File: config.mk
export PLATFORM = sky130hd
export DESIGN_NAME = simon_sw_cond
export DESIGN_NICKNAME = d
export VERILOG_FILES = /design/src/rtl/simon_sw_cond.sv
export SDC_FILE = /design/constraint.sdc
export NUM_CORES = 1
export LEC_CHECK = 0
export ABC_AREA = 1
export BUFFER_PORTS_ARGS = -buffer_cell sky130_fd_sc_hd__buf_2
export CAP_MARGIN = 15
export CORE_AREA = 2 2 51 53
export CTS_CLUSTER_SIZE = 28
export DETAILED_ROUTE_END_ITERATION = 12
export DIE_AREA = 0 0 53 55
export HOLD_SLACK_MARGIN = 0.03
export PLACE_DENSITY = 0.76
export SLEW_MARGIN = 10
export SYNTH_ARGS = -nofsm -noshare
export SYNTH_HDL_FRONTEND = slang
export SYNTH_SLANG_ARGS = --single-unit
File: constraint.sdc
create_clock -name clk -period 2.35 [get_ports clk]
set_input_delay 0.3525 -clock clk [delete_from_list [all_inputs] [get_ports clk]]
set_output_delay 0.3525 -clock clk [all_outputs]
set_load 0.005 [all_outputs]
File: src/rtl/simon_sw_cond.sv
// +--------------------------------------------------------------------------+
// | Module   : simon_sw_cond                                                 |
// | Purpose  : Switch conditioning for the Simon game. Synchronizes the raw  |
// |            game-play switches, debounces single-switch presses and       |
// |            releases, flags multi-switch chords, and compares the held    |
// |            switch against the colour Simon expects.                      |
// | Macro    : SW_SYNC2_EN - defined: two-flop synchronizer (SYNC=2);        |
// |            undefined: single-flop synchronizer (SYNC=1).                 |
// | Ports    : clk          in   rising-edge clock                            |
// |            rst          in   asynchronous active-low reset                |
// |            sw[3:0]      in   raw switches, bit i = colour i               |
// |            enab         in   conditioning enable (user's turn)            |
// |            expected[1:0] in  colour index expected for this step         |
// |            anySwitch    out  a single debounced switch is held           |
// |            switchMatch  out  held switch index equals expected           |
// |            swIdx[1:0]   out  index of the last accepted press            |
// |            pressPulse   out  one-cycle strobe on accepted press          |
// |            releasePulse out  one-cycle strobe on accepted release        |
// |            relMatch     out  released index equalled expected            |
// |            multi        out  two or more synchronized switches high      |
// | Revision : 1.0 - initial release                                         |
// +--------------------------------------------------------------------------+
`default_nettype none

module simon_sw_cond #(
  parameter int DEB_CYCLES = 2
) (
  input  logic       clk,
  input  logic       rst,
  input  logic [3:0] sw,
  input  logic       enab,
  input  logic [1:0] expected,
  output logic       anySwitch,
  output logic       switchMatch,
  output logic [1:0] swIdx,
  output logic       pressPulse,
  output logic       releasePulse,
  output logic       relMatch,
  output logic       multi
);

`ifdef SW_SYNC2_EN
  localparam int SYNC = 2;
`else
  localparam int SYNC = 1;
`endif

  localparam logic [3:0] DEB_C = DEB_CYCLES[3:0];

  typedef enum logic [1:0] {
    IDLE  = 2'd0,
    DEB_P = 2'd1,
    HELD  = 2'd2,
    DEB_R = 2'd3
  } state_t;

  // Synchronizer chain; stage SYNC-1 is the only copy of sw used downstream.
  logic [3:0] sync_q [SYNC];
  logic [3:0] sw_s;

  state_t     state_q, state_d;
  logic [3:0] cnt_q, cnt_d;
  logic [3:0] pat_q, pat_d;
  logic [1:0] idx_q, idx_d;       // index of the pattern being debounced
  logic [1:0] swIdx_q, swIdx_d;   // index published only on accepted press
  logic       press_q, press_d;
  logic       rel_q, rel_d;
  logic       relMatch_q, relMatch_d;
  logic       any_q, any_d;
  logic       match_q, match_d;
  logic       multi_q;

  logic       is_single;
  logic       is_multi;
  logic [1:0] enc_idx;

  always_ff @(posedge clk or negedge rst) begin
    if (!rst) begin
      for (int i = 0; i < SYNC; i++) sync_q[i] <= 4'd0;
    end else begin
      sync_q[0] <= sw;
      for (int i = 1; i < SYNC; i++) sync_q[i] <= sync_q[i-1];
    end
  end

  assign sw_s = sync_q[SYNC-1];

  // x & (x-1) clears the lowest set bit: zero result means at most one bit set.
  assign is_single = (sw_s != 4'd0) && ((sw_s & (sw_s - 4'd1)) == 4'd0);
  assign is_multi  = (sw_s != 4'd0) && !is_single;

  always_comb begin
    enc_idx = 2'd0;
    case (sw_s)
      4'b0001: enc_idx = 2'd0;
      4'b0010: enc_idx = 2'd1;
      4'b0100: enc_idx = 2'd2;
      4'b1000: enc_idx = 2'd3;
      default: enc_idx = 2'd0;
    endcase
  end

  always_comb begin
    state_d    = state_q;
    cnt_d      = cnt_q;
    pat_d      = pat_q;
    idx_d      = idx_q;
    swIdx_d    = swIdx_q;
    press_d    = 1'b0;
    rel_d      = 1'b0;
    relMatch_d = 1'b0;

    if (!enab) begin
      state_d = IDLE;
      cnt_d   = 4'd0;
    end else begin
      case (state_q)
        IDLE: begin
          if (is_single) begin
            state_d = DEB_P;
            pat_d   = sw_s;
            idx_d   = enc_idx;
            cnt_d   = 4'd1;
          end
        end
        DEB_P: begin
          if (sw_s == pat_q) begin
            if (cnt_q >= DEB_C) begin
              state_d = HELD;
              press_d = 1'b1;
              swIdx_d = idx_q;
              cnt_d   = 4'd0;
            end else begin
              cnt_d = (cnt_q != 4'hF) ? cnt_q + 4'd1 : cnt_q;
            end
          end else begin
            state_d = IDLE;
            cnt_d   = 4'd0;
          end
        end
        HELD: begin
          if (sw_s != pat_q) begin
            state_d = DEB_R;
            cnt_d   = 4'd1;
          end
        end
        DEB_R: begin
          if (sw_s == pat_q) begin
            state_d = HELD;
            cnt_d   = 4'd0;
          end else if (cnt_q >= DEB_C) begin
            state_d    = IDLE;
            rel_d      = 1'b1;
            relMatch_d = (idx_q == expected);
            cnt_d      = 4'd0;
          end else begin
            cnt_d = (cnt_q != 4'hF) ? cnt_q + 4'd1 : cnt_q;
          end
        end
        default: begin
          state_d = IDLE;
          cnt_d   = 4'd0;
        end
      endcase
    end

    // Outputs are derived from the next state so they line up with the
    // pulses: asserted through DEB_R, dropped in the releasePulse cycle.
    any_d   = (state_d == HELD) || (state_d == DEB_R);
    match_d = any_d && (swIdx_d == expected);
  end

  always_ff @(posedge clk or negedge rst) begin
    if (!rst) begin
      state_q    <= IDLE;
      cnt_q      <= 4'd0;
      pat_q      <= 4'd0;
      idx_q      <= 2'd0;
      swIdx_q    <= 2'd0;
      press_q    <= 1'b0;
      rel_q      <= 1'b0;
      relMatch_q <= 1'b0;
      any_q      <= 1'b0;
      match_q    <= 1'b0;
      multi_q    <= 1'b0;
    end else begin
      state_q    <= state_d;
      cnt_q      <= cnt_d;
      pat_q      <= pat_d;
      idx_q      <= idx_d;
      swIdx_q    <= swIdx_d;
      press_q    <= press_d;
      rel_q      <= rel_d;
      relMatch_q <= relMatch_d;
      any_q      <= any_d;
      match_q    <= match_d;
      multi_q    <= is_multi;
    end
  end

  assign anySwitch    = any_q;
  assign switchMatch  = match_q;
  assign swIdx        = swIdx_q;
  assign pressPulse   = press_q;
  assign releasePulse = rel_q;
  assign relMatch     = relMatch_q;
  assign multi        = multi_q;

endmodule

`default_nettype wire

After elaboration in Yosys (flattened, before gate mapping)
Index checks and enable logic that the tools add are counted.
{"block": "totals", "ff_bits": 24, "input_bits": 9, "elab_cells": 73}
{"block": "classes", "bitwise_logic": 1, "reduce_logical": 10, "muxes": 32, "n_eq_ne": 15, "order_cmp": 1, "addsub": 2}
{"operator": "$mux W4", "n": 7}
{"operator": "$mux W2", "n": 11}
{"operator": "$pmux W4 S4", "n": 1}
{"operator": "$mux W1", "n": 11}
{"operator": "$eq A2 B2 Y1 const B", "n": 4}
{"operator": "$pmux W2 S4", "n": 1}
{"operator": "$ne A3 B3 Y1 const B", "n": 2}
{"operator": "$pmux W2 S3", "n": 1}
{"operator": "$add A4 B1 Y4 const B", "n": 1}
{"operator": "$and A4 B4 Y4", "n": 1}
{"operator": "$eq A2 B2 Y1", "n": 2}
{"operator": "$eq A4 B2 Y1 const B", "n": 1}
{"operator": "$eq A4 B3 Y1 const B", "n": 1}
{"operator": "$eq A4 B4 Y1", "n": 1}
{"operator": "$eq A4 B4 Y1 const B", "n": 1}
{"operator": "$ge A4 B2 Y1 const B", "n": 1}
{"operator": "$logic_not A4 Y1", "n": 1}
{"operator": "$ne A4 B4 Y1", "n": 1}
{"operator": "$ne A4 B4 Y1 const B", "n": 1}
{"operator": "$reduce_bool A4 Y1", "n": 1}
{"operator": "$sub A4 B1 Y4 const B", "n": 1}
{"operator": "$logic_and A1 B1 Y1", "n": 3}
{"operator": "$reduce_and A3 Y1", "n": 1}
{"operator": "$eq A2 B1 Y1 const B", "n": 1}
{"operator": "other kinds (4)", "n": 4}

Depth between registers and ports, before layout
Gate-level depths: netlist of run 1.
{"block": "depth", "ltp_word": 10, "depth_mapped": 12, "ltp_nobuf": 11}

Worst setup path after synthesis of run 1
Ideal clock, no wire load.
{"block": "synth_timing", "path_type": "register to register", "start": "register cnt_q[0]", "end": "register match_q, in the netlist switchMatch", "stages_incl_launch_ff": 11, "t_arrival_ps": 1333, "path_slack_ps": 903, "n_path_buf": 0, "synth_period_minus_slack_ps": 1447, "required_ps": 2236, "setup_time_ps": 114, "path_cell_list": "dfrtp_1 > inv_1 > ha_1 > nor2_1 > nand3_2 > inv_4 > nor2_2 > o21ai_0 > a21oi_1 > nand3_1 > nor2_1"}
{"block": "synth_between", "elab_chain_len": 8}
{"element": "from (decl)", "line": "62", "rtl": "logic [3:0] cnt_q, cnt_d;"}
{"element": "from (signal assigned)", "line": "188", "rtl": "cnt_q <= cnt_d;"}
{"element": "$ge A4 B2 Y1 (*)", "line": "128, 151"}
{"element": "$mux W2 (on tied branches)", "line": "151, 128"}
{"element": "$mux W2 (on tied branches)", "line": "148, 127"}
{"element": "$pmux W2 S4 (*)", "line": "117", "rtl": "case (state_q)"}
{"element": "$mux W2 (*)", "line": "113", "rtl": "if (!enab) begin"}
{"element": "net state_d[1]", "line": "61", "rtl": "state_t state_q, state_d;"}
{"element": "$eq A2 B2 Y1", "line": "169", "rtl": "any_d = (state_d == HELD) || (state_d == DEB_R);"}
{"element": "$logic_or A1 B1 Y1 (*)", "line": "169"}
{"element": "$logic_and A1 B1 Y1 (*)", "line": "170", "rtl": "match_d = any_d && (swIdx_d == expected);"}
{"element": "net match_d", "line": "70", "rtl": "logic match_q, match_d;"}
{"element": "to (signal assigned)", "line": "196", "rtl": "match_q <= match_d;"}
{"element": "to (decl)", "line": "70"}
Mark *: on every way through the listed nets, which the timed path passes. The rest lies on a longest branch.
A chain may end at the register's enable or synchronous reset.

Worst setup path in the final report of run 1
{"block": "layout_timing", "start": "register sync_q, in the netlist sw_s[3]", "end": "register pat_q[0]"}
{"block": "layout_between", "elab_chain_len": 5}
{"element": "from (decl)", "line": "58", "rtl": "logic [3:0] sync_q [SYNC];"}
{"element": "$sub A4 B1 Y4", "line": "89", "rtl": "assign is_single = (sw_s != 4'd0) && ((sw_s & (sw_s - 4'd1)) == 4'd0);"}
{"element": "$and A4 B4 Y4", "line": "89"}
{"element": "$logic_not A4 Y1", "line": "89"}
{"element": "$logic_and A1 B1 Y1 (*)", "line": "89"}
{"element": "$reduce_and A3 Y1 (no line) (*)"}
{"element": "to (signal assigned)", "line": "189", "rtl": "pat_q <= pat_d;"}
{"element": "to (decl)", "line": "63", "rtl": "logic [3:0] pat_q, pat_d;"}
Mark *: on every way between the ends. The rest lies on a longest branch, timed or not.

==> results summary, run 1 <==
TritonCTS created 3 clock buffers. The dominant cell type by area after synthesis is sky130_fd_sc_hd__dfrtp_1. The initial antenna violation count was 0.

Routed signal wires occupy layers up through met4. The wire length reported by the detailed router is 2.20 mm. The final-report setup violation count is 0. The overall power of the completed layout is 0.000926 W. The mean number of vias per cell is 5.07. The worst setup path is captured at a flop. The class of the worst hold path is in -> reg. The total core area came out at between 2000 and 2500 um2. The final critical delay including setup and external delays is 1.67 ns. The count of nets left with antenna violations once routing finished came out at 0. The total half-perimeter wirelength after legalization and detailed placement came out at 1.72 mm. Across every metal layer, demand over resource in global routing totals 0.170. For this run, design rule violations remaining after detail routing come to 0. The number of nets at the end of the flow is 174. The final design instance area without fill came out at 1400 um2. Compared with the post-synthesis result, the final layout area differs by 13.0%. The post-CTS setup-driven buffer insertion count came out at 0. The launch point of the critical path is sw_s[3]. The first-pass GRT wire length came out at 3.61 mm. In the post-synthesis netlist, the biggest area contributors are sky130_fd_sc_hd__dfrtp_1 (48%), sky130_fd_sc_hd__nand2_1 (11%), sky130_fd_sc_hd__inv_1 (4.5%). The number of global-route vias before repair came to 893. The worst stage delay on the critical path is 0.45 ns.

The via total after detailed routing is 974. The startpoint of the worst register-to-register path is sw_s[3]. Clock tree synthesis selected as its root buffer the cell sky130_fd_sc_hd__clkbuf_4. Traced cell by cell, the critical path runs through inv_2, nand2_1, o21ai_1, o31ai_1, nor2_2, nand2_1, o21a_1. The maximum level of the CTS H-tree is 1.

The critical path is of the reg -> reg type. The tool flagged a number of max-cap violations equal to 0. By instance count, the cell type seen most on the critical path is sky130_fd_sc_hd__nand2_1.

Of the post-synthesis cell area, the dominant cell type holds 0.484. The die covers 2920 um2. Setup repair after global routing left no endpoint under its margin. The fraction of power consumed by combinational cells came out at 0.178. During synthesis, Yosys emitted a total of 0 warnings. The peak supply drop is 475 uV. The length of the first detailed-routing pass in iterations came out at 4. The commonest register cell after synthesis is sky130_fd_sc_hd__dfrtp_1. The average detailed-routed wire length per instance came out at ~11 um. The final sum of negative setup slack is 0 ns. The worst setup path is launched from a flop.

The minimum hold slack came out at roughly 0.15 ns. The routed design uses just over 70 um of met3 wire. The relative slew slack is 0.658. The number of rows created at floorplan came out at 18.

Gates resized during post-CTS repair numbered 0. The number of hold buffers added after CTS was 1. Once placement finished, the instance area stood at 1340 um2. The post-synthesis sequential element count is 24. The final max-slew violation count is 0.

The cell at the slowest stage of the critical path is sky130_fd_sc_hd__dfrtp_1. At the pin with the least slew margin, the transition time is 0.513 ns. The startpoint identified for the worst hold timing path is sw[2].

The CTS tree is built. The data arrival time at the worst-slack endpoint is roughly 1.9 ns. At the later pin of the worst-skew pair, clock insertion delay measures around 0.30 ns.

Summing every instance area after synthesis gives 1240 um2. The cell area power density is 660 nW/um2. The synthesized instance count came out at around 140. The flow ran to the end, and the final reports show no timing, DRC or antenna violations. The initial DRC count came out at 9.

The clock network power share is 0.310. The count of unique library cells instantiated by Yosys came out at 29. The clock sink count is 24. The number of inserted diodes came out at 0. The post-synthesis async set-or-reset flop share came out at 1.00.

In this run, synthesis inferred 0 flip-flops with an integrated enable. The fraction of the yosys area taken by sequential cells is 0.484. The standby leakage power came out at 0.742 nW. The initial cell density of the core came out at 0.525.

The worst path required time is 2.56 ns. In this run the count of I/O pins placed on the die edge is 17. The routed design uses 1.11 mm of met2 wire. Clock-pin slew was measured on the worst setup and hold paths at 0.12 ns. The overflow left after global routing came out at 0. The internal portion of the total power is 0.000677 W. The maximum net fanout on the critical path came out at 11. The maximum clock insertion buffer count came out at 2. The switching power summed over all nets came out at 0.000249 W. The switching fraction of total power is 0.269. The maximum clock skew at final layout came out at between 0.003 and 0.004 ns. The number of failing hold endpoints at the final stage is 0. The final weighted congestion in routability-driven placement is 0.802.

The number of nets in the synthesized netlist came out at 154. The fraction of layout instances using a drive strength above 1 is 0.315. The per-instance average area after synthesis came out at 8.68 um2.

Of the available clock period, the critical path in the final layout requires 0.712. The die span in x is 53 um. The total routed wire length on the met1 layer is 1.00 mm. The die is 55 um tall.

The share of total power dissipated in sequential elements is 0.512. The port buffer count came out at 16. The highest clock frequency the design can meet came out at 598 MHz. The maximum number of pins on one net before global-route repair is 25.
==> registers in the layout, indices dropped and copies added (netlist names) <==
register,cells
idx_q,2
multi,1
relMatch,1
pressPulse,1
pat_q,4
sw_s,4
cnt_q,4
state_q,2
anySwitch,1
releasePulse,1
swIdx,2
switchMatch,1
==> worst max-delay path, delay by kind of cell, from the launching register on <==
kind | cells | cell delay (ns)
simple gates | 3 | 0.55
flops | 1 | 0.45
buf+inv | 1 | 0.09
compound gates | 3 | 0.49
==> cell families after synthesis <==
group                      after synthesis  synth area share
and+or+nand+nor                         74             0.323
buffers and inverters                   26            0.0897
DFF                                     24             0.484
AOI/OAI and AO/OA                       16            0.0766
adders and majority gates                2            0.0202
xor gates and xnor gates                 1           0.00706
==> power groups by stage <==
stage	sequential, W	clock, W	combinational [W]
4_1_cts	0.000474	0.000299	0.000167
3_5_place_dp	0.000482	0	0.000165
2_1_floorplan	0.000475	0	0.000130
3_3_place_gp	0.000479	0	0.000162
6_report	0.000474	0.000287	0.000164
5_1_grt	0.000478	0.000319	0.000187
==> per-stage QoR <==
stage / utilization / setup WS [ns] / cells
after CTS: 0.593 / 0.675 / 192
after global routing: 0.593 / 0.514 / 192
after floorplan: - / 0.903 / 143
after detailed placement: 0.567 / 0.722 / 187
final: 0.593 / 0.677 / 192
after global placement: 0.567 / 0.781 / 187
==> placed cells by master (no fill, tap or decap), types with 2 or more instances in the layout <==
cell type and instances:
sky130_fd_sc_hd__nand3_2 4, sky130_fd_sc_hd__o21ai_0 2, sky130_fd_sc_hd__o21ai_2 2, sky130_fd_sc_hd__nor2_2 3, sky130_fd_sc_hd__inv_1 15, sky130_fd_sc_hd__clkbuf_4 3, sky130_fd_sc_hd__nand2_2 6, sky130_fd_sc_hd__a21oi_1 3
sky130_fd_sc_hd__buf_2 16, sky130_fd_sc_hd__nand3_1 7, sky130_fd_sc_hd__nand2_1 38, sky130_fd_sc_hd__nor2_4 5, sky130_fd_sc_hd__nor2_1 6, sky130_fd_sc_hd__ha_1 2, sky130_fd_sc_hd__dfrtp_1 24, sky130_fd_sc_hd__o21ai_1 5
sky130_fd_sc_hd__inv_2 7
==> final timing paths <==
| path | end | slack [ns] | depth (start not counted) |
|---|---|---|---|
| min reg2reg | swIdx[1] | 0.54 | 2 |
| min | sw_s[2] | 0.15 | 1 |
| max in group asynchronous | sw_s[3] | 1.47 | 2 |
| min in group asynchronous | anySwitch | 0.53 | 2 |
| max | pat_q[0] | 0.68 | 7 |
| max reg2reg | pat_q[0] | 0.68 | 7 |
==> area by class of cell <==
class / instances / area (um2)
Fill cell: 219 / 962
Sequential cell: 24 / 601
Multi-Input combinational cell: 93 / 529
Inverter: 24 / 92.6
Timing Repair Buffer: 17 / 90.1
Tap cell: 30 / 37.5
Clock inverter: 1 / 30.0
Clock buffer: 3 / 22.5
==> Yosys cell counts, drive strengths merged, types with 2 or more instances <==
cell,n
ha,2
buf,2
o21ai,9
inv,23
nor2,14
dfrtp,24
a21oi,3
nand3,11
nand2,45
==> per-layer routing <==
layer,vias to the layer above,global-route usage
li1,487,-
met1,468,0.207
met2,17,0.298
met3,2,0.0323
met4,0,0.0641
met5,-,0
Power figures use the tool's default switching activity.
==> run 2: changes to the inputs <==
--- a/config.mk
+++ b/config.mk
@@ -8,12 +8,12 @@
 export ABC_AREA = 1
 export BUFFER_PORTS_ARGS = -buffer_cell sky130_fd_sc_hd__buf_2
 export CAP_MARGIN = 15
-export CORE_AREA = 2 2 51 53
+export CORE_AREA = 2 2 53 55
 export CTS_CLUSTER_SIZE = 28
 export DETAILED_ROUTE_END_ITERATION = 12
-export DIE_AREA = 0 0 53 55
+export DIE_AREA = 0 0 55 57
 export HOLD_SLACK_MARGIN = 0.03
-export PLACE_DENSITY = 0.76
+export PLACE_DENSITY = 0.74
 export SLEW_MARGIN = 10
 export SYNTH_ARGS = -nofsm -noshare
 export SYNTH_HDL_FRONTEND = slang
==> constraint.sdc (replaced) <==
create_clock -name clk -period 1.5 [get_ports clk]
set_input_delay 0.225 -clock clk [delete_from_list [all_inputs] [get_ports clk]]
set_output_delay 0.225 -clock clk [all_outputs]
set_load 0.005 [all_outputs]
==> results summary, run 2 (synthesis results as in run 1) <==
The internal cell power is 0.000924 W. The cell area power density is 852 nW/um2. STA classifies the critical path startpoint as a flop. The critical path depth is 7. The placement-stage cell area is 1380 um2.

The slew at the pin closest to its max-slew limit came out at roughly 0.54 ns. The number of top-level design ports came out at 17. The peak supply drop came out at 800 uV. The worst path required time came out at 1.69 ns. The number of buffers and inverters on the critical path is 1. The number of antenna diodes in the final layout is 0. Across all layers, the routed design uses between 1000 and 1500 vias. The worst slack at placement came out at -0.0216 ns.

The die is 57 um tall. The relative slew slack came out at 0.642. The worst hold path belongs to the class in -> reg. The worst hold path was traced through 3 stages. The cell at the slowest stage of the critical path is sky130_fd_sc_hd__dfrtp_2. The final reports fail on negative setup slack.

The die span in x is 55 um. The final critical delay including setup and external delays came out at 1.53 ns. At the worst endpoint, the arrival time is 1.72 ns. In the layout the commonest cells are sky130_fd_sc_hd__nand2_1 (29), sky130_fd_sc_hd__dfrtp_1 (22), sky130_fd_sc_hd__buf_2 (16). The total half-perimeter wirelength after legalization and detailed placement is 1.70 mm. The net count of the finished layout is approximately 190. The cell with the most instances on the worst path is sky130_fd_sc_hd__nand2_1. The average detailed-routed wire length per instance is 12.3 um. The count of nets left with antenna violations once routing finished came out at 0.

The initial antenna violation count is 0. The maximum clock insertion buffer count is 2. The signal on the critical path passes through nand2_1, inv_1, o21ai_2, o31ai_2, nand2_1, nand2_1, nor4_1. The all-layer global routing usage is 0.175. The switching fraction of total power is 0.319. Clock tree synthesis found a total of 24 sinks. The standby leakage power is between 0.8 and 0.9 nW.

The overflow left after global routing is 0. The final-layout fill cell count came out at 232. Of the total power, registers draw 0.548.

For the worst-skew pair, the clock arrives at the later sink with an insertion delay of ~0.31 ns. TritonCTS created 3 clock buffers. TritonCTS built the clock tree.

The clock network power share came out at 0.206. The final layout contains routed wiring with a total length of 2.54 mm. Once routing completed, OpenROAD measured the worst setup slack at -0.0330 ns. In this run the clock root is driven by a sky130_fd_sc_hd__clkbuf_4. The number of rows created at floorplan came out at 19. The initial DRC count came out at 21. The maximum clock skew at final layout is 0.00891 ns.

The fraction of layout instances using a drive strength above 1 is 0.466. The highest clock frequency the design can meet came out at 652 MHz. Setup repair after global routing could not meet its margin everywhere. The worst setup path category is reg -> reg.

The total DRC errors in the routed layout is 0. The final max-slew violation count came to 0. The overall die area is between 3000 and 4000 um2. The maximum net fanout on the critical path is 7. The switching power summed over all nets came out at 0.000432 W. After clock tree synthesis, the clock-pin slew on the worst setup and hold paths is 0.13 ns. The part of the cycle the worst path needs is 1.02. The first-pass GRT wire length came out at 4.08 mm. The total core area came out at 2620 um2. The initial utilization of the core area, before any placement, comes to 0.475. The share of the core filled with cells came out at 0.609. The final weighted congestion in routability-driven placement is 0.810. The layout overhead on the synthesized area is 28.3%.

The length of the first detailed-routing pass in iterations came out at 6. The fraction of power consumed by combinational cells came out at 0.246. After detailed routing, the number of vias per cell comes to a little under 5.

The port buffer count came out at 16. The library cell used most frequently in the layout, excluding fill and tap cells, is sky130_fd_sc_hd__nand2_1. Measured in cells, the most critical reg-to-reg path has a length of 7. The final design instance area without fill is 1590 um2.

The worst setup path is captured at a flop. Setup violations remaining at the end of the flow were counted as 1. On the critical path the largest part of the delay comes from simple AND/OR/NAND/NOR gates.

The worst stage delay on the critical path came out at between 0.4 and 0.5 ns. The run finished, with violations left. The count of max-cap constraint violations is 0.

The maximum level of the CTS H-tree is 1. The number of global-route vias before repair came out at 1024. Entering global routing, the biggest net connects 25 pins. The number of failing hold endpoints at the final stage is 0.
run 2: changes by cell type in the layout (fill, tap and decap cells not counted), moves of 4 or more:
cell,previous run,this run
sky130_fd_sc_hd__nand2_2,6,15
sky130_fd_sc_hd__buf_4,0,10
sky130_fd_sc_hd__nand2_1,38,29
sky130_fd_sc_hd__dlygate4sd3_1,1,5
run 2: worst paths after layout:
check	from	end	slack [ns]
max	sw_s[1]	state_q[0]	-0.03
min	expected[1]	relMatch	0.16
max reg2reg	sw_s[1]	state_q[0]	-0.03
min reg2reg	swIdx[1]	swIdx[1]	0.54
max in group asynchronous	rst	sw_s[0]	0.69
min in group asynchronous	rst	cnt_q[3]	0.42
run 2: per-stage QoR:
step | hold WS [ns] | setup TNS (ns) | power, W | instances
2_1_floorplan | -0.0706 | 0 | 0.000949 | 143
3_3_place_gp | 0.234 | 0 | 0.00101 | 193
3_5_place_dp | 0.238 | -0.0216 | 0.00102 | 193
4_1_cts | 0.160 | 0 | 0.00132 | 201
5_1_grt | 0.169 | -0.780 | 0.00143 | 207
6_report | 0.163 | -0.0330 | 0.00136 | 207
run 2: worst register-to-register path, cell delays in order, from the launching register on:
cell	delay, ns
sky130_fd_sc_hd__dfrtp_2	0.48
sky130_fd_sc_hd__nand2_1	0.10
sky130_fd_sc_hd__inv_1	0.05
sky130_fd_sc_hd__o21ai_2	0.17
sky130_fd_sc_hd__o31ai_2	0.11
sky130_fd_sc_hd__nand2_1	0.12
sky130_fd_sc_hd__nand2_1	0.08
sky130_fd_sc_hd__nor4_1	0.30
run 2: what timing repair did:
| action | in CTS | in global routing |
|---|---|---|
| endpoints found under the setup margin | 2 | 14 |
| endpoints found under the hold margin | 28 | 0 |
| pin swaps | 2 | 16 |
| hold buffers | 5 | 0 |
| resized for setup | 4 | 24 |
| setup buffers | 0 | 6 |
run 2: routing by layer:
| metal | vias to the layer above | GRT usage | wire length [um] |
|---|---|---|---|
| met5 | - | 0 | 0 |
| met4 | 0 | 0.0418 | 31 |
| met3 | 4 | 0.0576 | 95 |
| met2 | 21 | 0.298 | 1380 |
| met1 | 484 | 0.210 | 1030 |
| li1 | 514 | - | - |
run 2: area by class of cell:
type                            instances  area [um2]  area share
Clock buffer                            3        22.5      0.0141
Tap cell                               31        38.8      0.0244
Sequential cell                        24         603       0.379
Multi-Input combinational cell         93         619       0.389
Inverter                               24        92.6      0.0581
Timing Repair Buffer                   32         216       0.136
run 2: power groups by stage:
stage	logic, W	registers (W)	clock network, W
after CTS	0.000290	0.000738	0.000290
after global routing	0.000369	0.000753	0.000310
final	0.000334	0.000744	0.000279
after floorplan	0.000204	0.000744	0
after detailed placement	0.000272	0.000751	0
after global placement	0.000262	0.000749	0
==> run 3: changes to the inputs <==
--- a/config.mk
+++ b/config.mk
@@ -8,12 +8,13 @@
 export ABC_AREA = 1
 export BUFFER_PORTS_ARGS = -buffer_cell sky130_fd_sc_hd__buf_2
 export CAP_MARGIN = 15
-export CORE_AREA = 2 2 53 55
-export CTS_CLUSTER_SIZE = 28
+export CORE_AREA = 2 2 68 70
+export CTS_CLUSTER_SIZE = 24
 export DETAILED_ROUTE_END_ITERATION = 12
-export DIE_AREA = 0 0 55 57
+export DIE_AREA = 0 0 70 72
 export HOLD_SLACK_MARGIN = 0.03
-export PLACE_DENSITY = 0.74
+export PLACE_DENSITY = 0.49
+export SKIP_CTS_REPAIR_TIMING = 1
 export SLEW_MARGIN = 10
 export SYNTH_ARGS = -nofsm -noshare
 export SYNTH_HDL_FRONTEND = slang
==> results summary, run 3 (synthesis results as in run 1) <==
The number of global-route vias before repair came out at 928. The post-placement cell count came out at 220. The initial DRC count is between 40 and 50.

The share of the core filled with cells came out at 0.394. The maximum level of the CTS H-tree came out at 1. The average detailed-routed wire length per instance is 10.8 um. The overflow left after global routing came out at 0.

For this run, the total global-route usage over all layers was measured as 0.0988. The flow ran to the end, but the final reports show violations. Entering global routing, the biggest net connects 25 pins. The port buffer count is 16.

The count of max-cap constraint violations came out at 0. The final max-slew violation count came to 0. The final worst slack is -0.0283 ns. The checks that failed: negative setup slack. The final-report setup violation count is 1. Counting the buffers created by CTS gives 3.

The initialized floorplan defines 24 standard-cell rows. The clock reaches the later pin of the worst-skew pair after 0.27 ns. The worst setup path category is reg -> reg.

The via total after detailed routing is roughly 1000. The maximum clock insertion buffer count is 2. The overall die height is roughly 72 um. The cell area power density is 977 nW/um2. In this run the worst path has a maximum fanout of 7.

Setup repair after global routing could not meet its margin everywhere. The initial antenna violation count is 0. The path class of the tightest hold or removal check is in -> reg.

The slew at the pin closest to its max-slew limit is 0.534 ns. For this run, design rule violations remaining after detail routing come to 0. The peak supply drop came out at between 400 and 500 uV.

The final critical delay including setup and external delays came out at 1.53 ns. The HPWL after detailed placement is 1.80 mm. The repair_antennas step left the layout with diodes totalling 0.

Adding up every negative setup slack in the final design gives -0.0283 ns. The completed layout was analyzed and its total power is 0.00164 W. The wire length reported by the detailed router is around 2.5 mm. The clock sink count is 24. The initial cell density of the core came out at 0.291. The library cell used most frequently in the layout, excluding fill and tap cells, is sky130_fd_sc_hd__nand2_1. The worst hold path stage count came out at 1. The overall die area is 5040 um2. The area growth from synthesis to layout is 35.4%. The category of the worst setup path capture point is a flop.

The data arrival time at the worst-slack endpoint is 1.69 ns. The part of the cycle the worst path needs came out at 1.02. The count of antenna-violating nets left after detailed routing came out at 0. The sort of element at the start of the critical path is a flop. The final weighted congestion in routability-driven placement is roughly 0.8. In this run the tightest slew margin relative to its limit is 0.644.

The first global-routing pass estimated slightly above 4 mm of wire. The CTS tree is built. The region available for standard cell placement spans between 4000 and 5000 um2. The number of top-level design ports came out at 17. The startpoint identified for the worst hold timing path is sw[0].

The clock transition at the registers of the reported paths is ~0.09 ns. The final cell count without fillers is 229. The mean number of vias per cell is 4.35.

The minimum hold slack came out at 0.0540 ns. Of the cells placed in the final design, the portion with a size suffix greater than 1 is 0.475. The die span in x is 70 um. In this run the clock root is driven by a sky130_fd_sc_hd__clkbuf_8.

The worst register-to-register path begins at sw_s[3]. Leaving out fill and tap cells, the most frequent cells in the layout are sky130_fd_sc_hd__nand2_1 (32), sky130_fd_sc_hd__dfrtp_1 (22), sky130_fd_sc_hd__buf_2 (16). The highest clock frequency the design can meet is 654 MHz. Clock skew on the completed layout was measured at 0.00828 ns. For this design the static power due to leakage is 0.852 nW. The worst path required time is 1.66 ns. For this run, the detailed router's first-pass iteration total came to 4.

The number of failing hold endpoints at the final stage was 0. The worst-case reg-to-reg path depth came out at 11. Tracing the worst setup path back leads to its startpoint at sw_s[3].

The number of nets at the end of the flow is 189.
run 3: cell count changes in the layout (fill, tap and decap cells not counted), moves of 2 or more:
| cell | change |
|---|---|
| sky130_fd_sc_hd__clkbuf_8 | +3 |
| sky130_fd_sc_hd__buf_4 | +2 |
| sky130_fd_sc_hd__dlygate4sd3_1 | -4 |
| sky130_fd_sc_hd__nand2_1 | +3 |
| sky130_fd_sc_hd__buf_6 | +2 |
| sky130_fd_sc_hd__clkbuf_4 | -3 |
| sky130_fd_sc_hd__nand2_4 | +4 |
| sky130_fd_sc_hd__nand2_2 | -7 |
run 3: power breakdown:
group / internal [W] / switching (W)
clock: 0.000357 / 0.000206
combinational: 0.000130 / 0.000206
sequential: 0.000700 / 0.0000414
total: 0.00119 / 0.000454
run 3: worst max-delay path, cell delays in order, from the launching register on:
cell and delay (ns):
sky130_fd_sc_hd__dfrtp_1 0.41, sky130_fd_sc_hd__buf_6 0.14, sky130_fd_sc_hd__nand2_4 0.07, sky130_fd_sc_hd__nand2_4 0.05, sky130_fd_sc_hd__nor2_4 0.16, sky130_fd_sc_hd__nand2_4 0.13
sky130_fd_sc_hd__nor2_4 0.12, sky130_fd_sc_hd__nand3_2 0.09, sky130_fd_sc_hd__nand2_2 0.09, sky130_fd_sc_hd__nand2_1 0.06, sky130_fd_sc_hd__nand3_1 0.06, sky130_fd_sc_hd__nor2_1 0.05
run 3: path summary, 6_finish.rpt:
check / end / slack (ns)
worst max-delay path: switchMatch / -0.03
worst min-delay path: sw_s[0] / 0.05
worst max register to register: switchMatch / -0.03
worst min register to register: pat_q[0] / 0.53
max in group asynchronous: sw_s[0] / 0.66
min in group asynchronous: sw_s[2] / 0.46
run 3: metrics by stage:
| step | setup WS (ns) | area (um2) |
|---|---|---|
| after floorplan | 0.0529 | 1240 |
| after global placement | -0.0193 | 1450 |
| after detailed placement | -0.0352 | 1450 |
| after CTS | -0.0633 | 1520 |
| after global routing | -0.143 | 1680 |
| final | -0.0283 | 1680 |
run 3: layout make-up:
| type | count | area, um2 |
|---|---|---|
| clock inverters | 1 | 30.0 |
| multi-input cells | 93 | 634 |
| inverters | 24 | 92.6 |
| well taps | 52 | 65.1 |
| repair buffers | 32 | 214 |
| clock buffers | 3 | 41.3 |
| flip-flops and latches | 24 | 603 |
| fillers | 433 | 2580 |
run 3: routing by layer:
layer,track usage,up-vias,share of wire
met1,0.121,468,0.41
met5,0,-,0
met4,0.0256,0,0.0045
li1,-,513,-
met2,0.168,14,0.55
met3,0.0333,2,0.034
